[config.mk]
export PLATFORM = sky130hd
export DESIGN_NAME = uart_rx_byte
export DESIGN_NICKNAME = d
export VERILOG_FILES = /design/src/rtl/uart_rx_byte.sv
export SDC_FILE = /design/constraint.sdc
export NUM_CORES = 1
export LEC_CHECK = 0
export BUFFER_PORTS_ARGS = -buffer_cell sky130_fd_sc_hd__buf_4
export CORE_MARGIN = 3
export CORE_UTILIZATION = 62
export CTS_CLUSTER_SIZE = 24
export DETAILED_ROUTE_END_ITERATION = 16
export GPL_TIMING_DRIVEN = 0
export PLACE_DENSITY_LB_ADDON = 0.2
export SYNTH_ARGS = -nofsm -noshare
export SYNTH_HDL_FRONTEND = slang
export SYNTH_SLANG_ARGS = --single-unit
[constraint.sdc]
create_clock -name clk -period 3.9 [get_ports clk]
set_clock_uncertainty 0.05 [all_clocks]
set_input_delay 0.195 -clock clk [delete_from_list [all_inputs] [get_ports clk]]
set_output_delay 0.195 -clock clk [all_outputs]
set_load 0.05 [all_outputs]
[src/rtl/uart_rx_byte.sv]
// uart_rx_byte: 8N1 serial receiver with centre sampling.
// The line is resynchronised into the clock domain first. A baud counter then
// times the start-bit midpoint and every following bit centre. Good bytes are
// presented with a one-cycle rx_done strobe. A low stop bit gives a one-cycle
// frame_err strobe, and the receiver then waits for the line to return high.
module uart_rx_byte #(
    parameter int CLK_FREQ = 100_000_000,
    parameter int BAUD     = 115_200
) (
    input  logic       clk,
    input  logic       rst,
    input  logic       rx,
    output logic [7:0] rx_data,
    output logic       rx_done,
    output logic       frame_err,
    output logic       busy
);

    localparam int CLKS_PER_BIT = CLK_FREQ / BAUD;
    localparam int HALF         = (CLKS_PER_BIT - 1) / 2;
    localparam int CNT_W        = $clog2(CLKS_PER_BIT);

    localparam logic [CNT_W-1:0] HALF_CNT = CNT_W'(HALF);
    localparam logic [CNT_W-1:0] FULL_CNT = CNT_W'(CLKS_PER_BIT - 1);

    // Below four clocks per bit there is no usable centre sample.
    generate
        if (CLKS_PER_BIT < 4) begin : g_bad_baud
            $error("uart_rx_byte: CLK_FREQ/BAUD must be at least 4");
        end
    endgenerate

    typedef enum logic [2:0] {
        S_WAIT_IDLE,
        S_IDLE,
        S_START,
        S_DATA,
        S_STOP
    } state_t;

    state_t           r_state;
    state_t           w_next_state;
    logic             r_sync1;
    logic             r_sync2;
    logic [CNT_W-1:0] r_cnt;
    logic [2:0]       r_bit_idx;
    logic [7:0]       r_shift;
    logic [7:0]       r_rx_data;
    logic             r_rx_done;
    logic             r_frame_err;

    logic             w_rx_s;
    logic             w_counting;
    logic             w_tick;
    logic             w_shift_en;
    logic             w_load;
    logic             w_err;

    assign w_rx_s = r_sync2;

    // Two-flop synchroniser. Both flops reset to the idle line level so a
    // reset never looks like a start bit.
    // NOTE: all clocked state uses non-blocking assignments, so every flop
    // samples the values from before the edge and block order does not matter.
    always_ff @(posedge clk) begin
        if (rst) begin
            r_sync1 <= 1'b1;
            r_sync2 <= 1'b1;
        end else begin
            r_sync1 <= rx;
            r_sync2 <= r_sync1;
        end
    end

    // The counter only runs while a frame is in progress. Its terminal value
    // is half a bit in START, which lands every later sample at a bit centre.
    assign w_counting = (r_state == S_START) || (r_state == S_DATA) ||
                        (r_state == S_STOP);
    assign w_tick     = (r_state == S_START) ? (r_cnt == HALF_CNT)
                                             : (r_cnt == FULL_CNT);

    // Next-state logic and the per-sample actions.
    // NOTE: every signal driven here gets a default first, so no path can
    // leave a value held and infer a latch.
    always_comb begin
        w_next_state = r_state;
        w_shift_en   = 1'b0;
        w_load       = 1'b0;
        w_err        = 1'b0;
        case (r_state)
            S_WAIT_IDLE: begin
                if (w_rx_s) w_next_state = S_IDLE;
            end
            S_IDLE: begin
                if (!w_rx_s) w_next_state = S_START;
            end
            S_START: begin
                // A line that is high again at mid start bit is a glitch.
                if (w_tick) w_next_state = w_rx_s ? S_IDLE : S_DATA;
            end
            S_DATA: begin
                if (w_tick) begin
                    w_shift_en = 1'b1;
                    if (r_bit_idx == 3'd7) w_next_state = S_STOP;
                end
            end
            S_STOP: begin
                // Leaving at mid stop bit leaves half a bit to catch the
                // next start edge when frames arrive back to back.
                if (w_tick) begin
                    if (w_rx_s) begin
                        w_load       = 1'b1;
                        w_next_state = S_IDLE;
                    end else begin
                        w_err        = 1'b1;
                        w_next_state = S_WAIT_IDLE;
                    end
                end
            end
            default: w_next_state = S_WAIT_IDLE;
        endcase
    end

    // State register.
    // NOTE: reset is synchronous. Every register here is a small control or
    // data flop, so every one of them gets an explicit reset value.
    always_ff @(posedge clk) begin
        if (rst) r_state <= S_WAIT_IDLE;
        else     r_state <= w_next_state;
    end

    // Baud counter. It clears on any state change and at each sample point.
    always_ff @(posedge clk) begin
        if (rst) begin
            r_cnt <= '0;
        end else if (!w_counting || w_tick || (w_next_state != r_state)) begin
            r_cnt <= '0;
        end else begin
            r_cnt <= r_cnt + CNT_W'(1);
        end
    end

    // Bit index. It starts from zero on entry to DATA and advances per sample.
    always_ff @(posedge clk) begin
        if (rst) begin
            r_bit_idx <= 3'd0;
        end else if ((r_state == S_START) && (w_next_state == S_DATA)) begin
            r_bit_idx <= 3'd0;
        end else if (w_shift_en) begin
            r_bit_idx <= r_bit_idx + 3'd1;
        end
    end

    // Shift register. It fills from the MSB, so the first bit received ends in bit 0.
    always_ff @(posedge clk) begin
        if (rst)             r_shift <= 8'h00;
        else if (w_shift_en) r_shift <= {w_rx_s, r_shift[7:1]};
    end

    // Output byte and strobes. The byte is only updated on a good stop bit.
    always_ff @(posedge clk) begin
        if (rst) begin
            r_rx_data   <= 8'h00;
            r_rx_done   <= 1'b0;
            r_frame_err <= 1'b0;
        end else begin
            if (w_load) r_rx_data <= r_shift;
            r_rx_done   <= w_load;
            r_frame_err <= w_err;
        end
    end

    assign rx_data   = r_rx_data;
    assign rx_done   = r_rx_done;
    assign frame_err = r_frame_err;
    assign busy      = w_counting;

endmodule

Yosys cells after proc, flatten, opt, wreduce, memory -nomap -nowiden
Cells that the tools add are included.
{ "totals": {"out_inout_bits": 11, "ff_bits": 36, "wordCells": 48, "in_bits": 3} }
{ "classes": {"n_reduce_logical": 10, "muxes": 16, "bitwise": 2, "n_addsub": 2, "n_eq_ne": 9} }
{ "ops": {"columns": ["cell", "count"], "rows": [
  ["3-bit 2-to-1 mux", 6],
  ["3-bit one-hot mux with 5 select lines", 1],
  ["10-bit by 1-bit adder with 10-bit output, second input constant", 1],
  ["10-bit == test, second input constant", 1],
  ["10-bit by 9-bit == test with 1-bit output, second input constant", 1],
  ["3-bit by 2-bit == test with 1-bit output, second input constant", 3],
  ["1-bit 2-to-1 mux", 8],
  ["3-bit == test, second input constant", 2],
  ["1-bit logical OR", 4],
  ["2-bit OR reduction", 2],
  ["3-bit by 1-bit adder with 3-bit output, second input constant", 1],
  ["3-bit by 1-bit == test with 1-bit output, second input constant", 1],
  ["3-bit zero test", 1],
  ["3-bit inequality test", 1],
  ["3-bit OR reduction", 1],
  ["2-bit 2-to-1 mux", 1],
  ["1-bit inverter", 2],
  ["1-bit logical AND", 1],
  ["1-bit zero test", 1]
]} }

Depth between registers and ports, before layout
{ "logic_depth": {"word_depth": 7, "depth_mapped": 6, "depth_no_buf": 5} }

Least setup slack after synthesis
Ideal clock, no wire load.
{ "synth_path": {"kind": "flip-flop to flip-flop", "start": "reg r_state[1]", "end": "reg r_cnt[3]", "stages_incl_launch_ff": 6, "slack_ps": 2358, "arrival_ps": 1428, "required_time_ps": 3786, "path_buffers": 1, "period_less_slack_ps": 1542, "cell_sequence": "dfxtp_1 buf_4 or3b_4 nand2_1 nand2_1 nor2_1"} }
{ "synth_via": {"elab_chain_cells": 7, "word_cells_on_any_way": 20, "cone_classes": "5 x eq/ne; 8 x mux; 7 x reduce/logical"} }
{ "synth_rtl": {"columns": ["item", "line_no", "source"], "rows": [
  ["start: declaration", "41", "state_t r_state;"],
  ["start signal: assignment", "129", "else r_state <= w_next_state;"],
  ["3-bit by 2-bit == test with 1-bit output", "77", "assign w_counting = (r_state == S_START) || (r_state == S_DATA) ||"],
  ["1-bit logical OR", "77", null],
  ["1-bit logical OR *", "77", null],
  ["net busy", "16", "output logic busy"],
  ["1-bit zero test *", "136", "end else if (!w_counting || w_tick || (w_next_state != r_state)) begin"],
  ["1-bit logical OR * (2 in series)", "136", null],
  ["2-bit OR reduction (no source line) *", null, null],
  ["end signal: assignment", "139", "r_cnt <= r_cnt + CNT_W'(1);"],
  ["end: declaration", "45", "logic [CNT_W-1:0] r_cnt;"]
]} }
Mark *: on every way through the listed nets, which the timed path passes. The rest lies on a longest branch.
A chain may end at the register's enable or synchronous reset.

Final worst setup path
{ "layout_path": {"start": "reg r_state[2]", "end": "out busy"} }
{ "layout_via": {"elab_chain_cells": 3, "word_cells_on_any_way": 5, "cone_classes": "3 x eq/ne; 2 x reduce/logical"} }
{ "layout_rtl": {"columns": ["item", "line_no"], "rows": [
  ["3-bit by 2-bit == test with 1-bit output", "77"],
  ["1-bit logical OR", "77"],
  ["1-bit logical OR *", "77"],
  ["end: declaration", "16"]
]} }
Mark *: on every way between the ends. The rest lies on a longest branch, timed or not.

==> impl_results.md <==
- Vias in the first global route: about 1100
- Startpoint Class: flip-flop
- Clock Tree Root: clkbuf_4
- Switching Fraction: between 20 and 25%
- Distinct cells, synth: 36
- Met2 Use GR: around a quarter
- Post-synth EDFFs: 0
- Final Util: 76.5%
- GRT overflow: 0
- Fin crit share: a little under half
- Iteration-0 DRC Markers: 27
- Psw: ~0.00013 W
- Pre-antenna DRT Iters: 4
- # rows: 17
- Max-slew headroom: ~69%
- WL final: approximately 2700 µm
- Die Y: between 50 and 60 µm
- Slowest-stage cell, CP: dfxtp_1
- Synth Area per Inst: 9.73 µm²
- Final setup violation count: 0
- Pin count of the biggest net entering global routing: 12
- Placed cells: between 200 and 250
- Starting density of the core: 68.0%
- Most instantiated cells after synthesis: nor2_1, dfxtp_1, mux2i_1
- TritonCTS clock tree: yes
- Routed len/inst: roughly 13 µm
- Syn Inst Count: 162
- #FFs+latches synth: 36
- Final Hold Fails: 0
- Area of the multi-input gates: around 800 µm²
- Crit path DAT: between 1.5 and 2 ns
- Post-CTS setup buffers: 0
- Clock network power share: approximately a third
- Most frequent cell after synthesis: nor2_1
- Initial antenna violation count: 0
- Die area: roughly 0.0032 mm²
- Worst Max-Slew Pin Slew: around 0.47 ns
- Static Leak: roughly 0.7 nW
- Worst hold path type: input port to flip-flop
- HPWL after DPL: 1960 µm
- Fillers: 165
- Drt via density: 5.58
- Count of boundary I/O pins: 14
- Synth Flop Type: dfxtp_1
- Storage cell area: 721 µm²
- CTS Buf Count: 5
- Share of cells above drive strength 1: between 15 and 20%
- Setup TNS Final: 0 ns
- Synthesized cell area: about 0.0016 mm²
- Clk buf depth: 2
- Final min period: roughly 1.8 ns
- Crit path largest cell delay: about 0.46 ns
- Worst-path clk slew: ~0.11 ns
- Remaining DRCs: 0
- IO buf count: 12
- Max-slew violations: 0
- Final std cells w/o fill: ~210
- Worst R2R Setup Slack: between 2 and 2.5 ns
- CP bufs+invs: 1
- Post-synthesis sequential area ratio: between 40% and 50%
- Post-DRT Antenna Nets: 0
- Top Usage Layer GRT: met2
- Synth top area cells: dfxtp_1, mux2i_1, nor2_1
- Via count: 1177
- RSZ-0062 raised after global routing: no
- Top cell type by total area after synthesis: dfxtp_1
- Chip Width: ~56 µm
- Met3 usage: around 6.0%
- Asr flop ratio synth: 0%
- CP Data Required Time: around 3.7 ns
- Area growth from synthesis to layout: 12.5%
- H-tree levels: 2
- Fmax: 0.559 GHz
- Combinational power share: under 10%
- Nets@finish: around 190
- CTS Sinks: 36
- Power Dens Cells: around 340 mW/mm²
- CP endpoint kind: primary output
- Cell Chain, Critical Path: or3b_4 > nand2_1 > buf_4
- Int Power: approximately 0.00046 W
- Top delay family on crit path: simple AND/OR/NAND/NOR gates
- Syn Nets: around 170
- Skew-Pair Late Insertion Delay: 0.34 ns
- ANT cells: 0
- Global-route wire length before repair: about 4700 µm
- Worst VDD drop: between 0.3 and 0.4 mV
- Max Cap Viol: 0
- GR Layer Usage met1: 25.8%
- Global-route usage over all layers: 18.8%
- Top cell type's share of synthesized area: 45.7%
- CP Max Fanout: 8
- Critical path class: flip-flop to primary output
- CORE AREA: between 0.002 and 0.0025 mm²
- Outcome: completed
- Flop pwr share: between 60% and 70%
- Warnings, synthesis: 0
- Final GP Congestion: 0.850
[cell type report]
| class | instances | area share [%] |
|---|---|---|
| inverters | 3 | 0.635 |
| clock inverters | 1 | 0.423 |
| flip-flops and latches | 36 | 40.6 |
| multi-input cells | 117 | 45.0 |
| well taps | 28 | 1.97 |
| repair buffers | 13 | 5.64 |
| plain buffers | 6 | 2.61 |
| clock buffers | 7 | 3.10 |
[final timing paths]
check | from | end | depth (start not counted)
setup / recovery | r_state[2] | busy | 3
hold / removal | rst | r_state[2] | 3
setup reg to reg | r_state[1] | r_cnt[4] | 5
hold reg to reg | r_sync1 | r_sync2 | 1
[worst register-to-register path: stages (launching register included)]
cell and delay [ns]:
dfxtp_1 0.33, buf_4 0.15, nor3b_1 0.43, nand4_1 0.25
o311ai_4 0.17, nor2_1 0.10
[logic make-up after synthesis]
group	count (synthesis)	share of synthesized area, %
adders and majority gates	3	2.38
xor gates and xnor gates	9	5.00
muxes	19	12.1
DFF	36	45.7
buffers and inverters	9	3.65
and+or+nand+nor	77	25.2
AOI/OAI and AO/OA	9	6.03
[metal layers]
layer / vias to the layer above / part of all wire (%)
met5: - / 0
met2: 21 / 45
met3: 7 / 4.5
met1: 554 / 49
met4: 0 / 1.9
li1: 595 / -
[repair_timing]
action                    in CTS  in global routing
hold buffers                   1                  0
hold endpoints to repair       1                  0
gates resized for setup        0                  0
[power groups by stage]
stage                logic, W  registers, W  clock network, W
finish              0.0000176      0.000373          0.000208
global placement    0.0000162      0.000381                 0
floorplan           0.0000126      0.000380                 0
detailed placement  0.0000169      0.000381                 0
global route        0.0000198      0.000373          0.000229
CTS                 0.0000178      0.000373          0.000212
[layout by cell type (no fill, tap or decap), types with 2 or more instances in the layout]
cell type	instances
xor2_1	4
clkbuf_4	5
clkbuf_1	4
and4bb_2	2
buf_4	14
nor2_1	37
nand3_1	7
ha_1	3
nand4_1	3
nand2_1	9
nor2b_1	3
inv_1	3
nor3_1	2
xnor2_1	5
o21ai_0	2
nand2b_1	2
mux2i_1	19
or2_2	2
dfxtp_1	36
[sequential cells by signal, indices dropped and copies added, names as in the netlist]
signal     flops
frame_err      1
r_bit_idx      3
r_cnt         10
r_shift        8
r_state        3
r_sync1        1
r_sync2        1
rx_data        8
rx_done        1
[through the flow]
step	cell area, µm²	hold WS, ns	setup WS, ns	power [W]
finish	1770	0.309	2.11	0.000598
detailed placement	1700	0.331	2.31	0.000398
CTS	1770	0.319	2.11	0.000603
global placement	1700	0.329	2.38	0.000397
global route	1770	0.326	2.04	0.000622
floorplan	1580	0.249	2.36	0.000393
No activity file was read; power rests on OpenSTA's default activity.
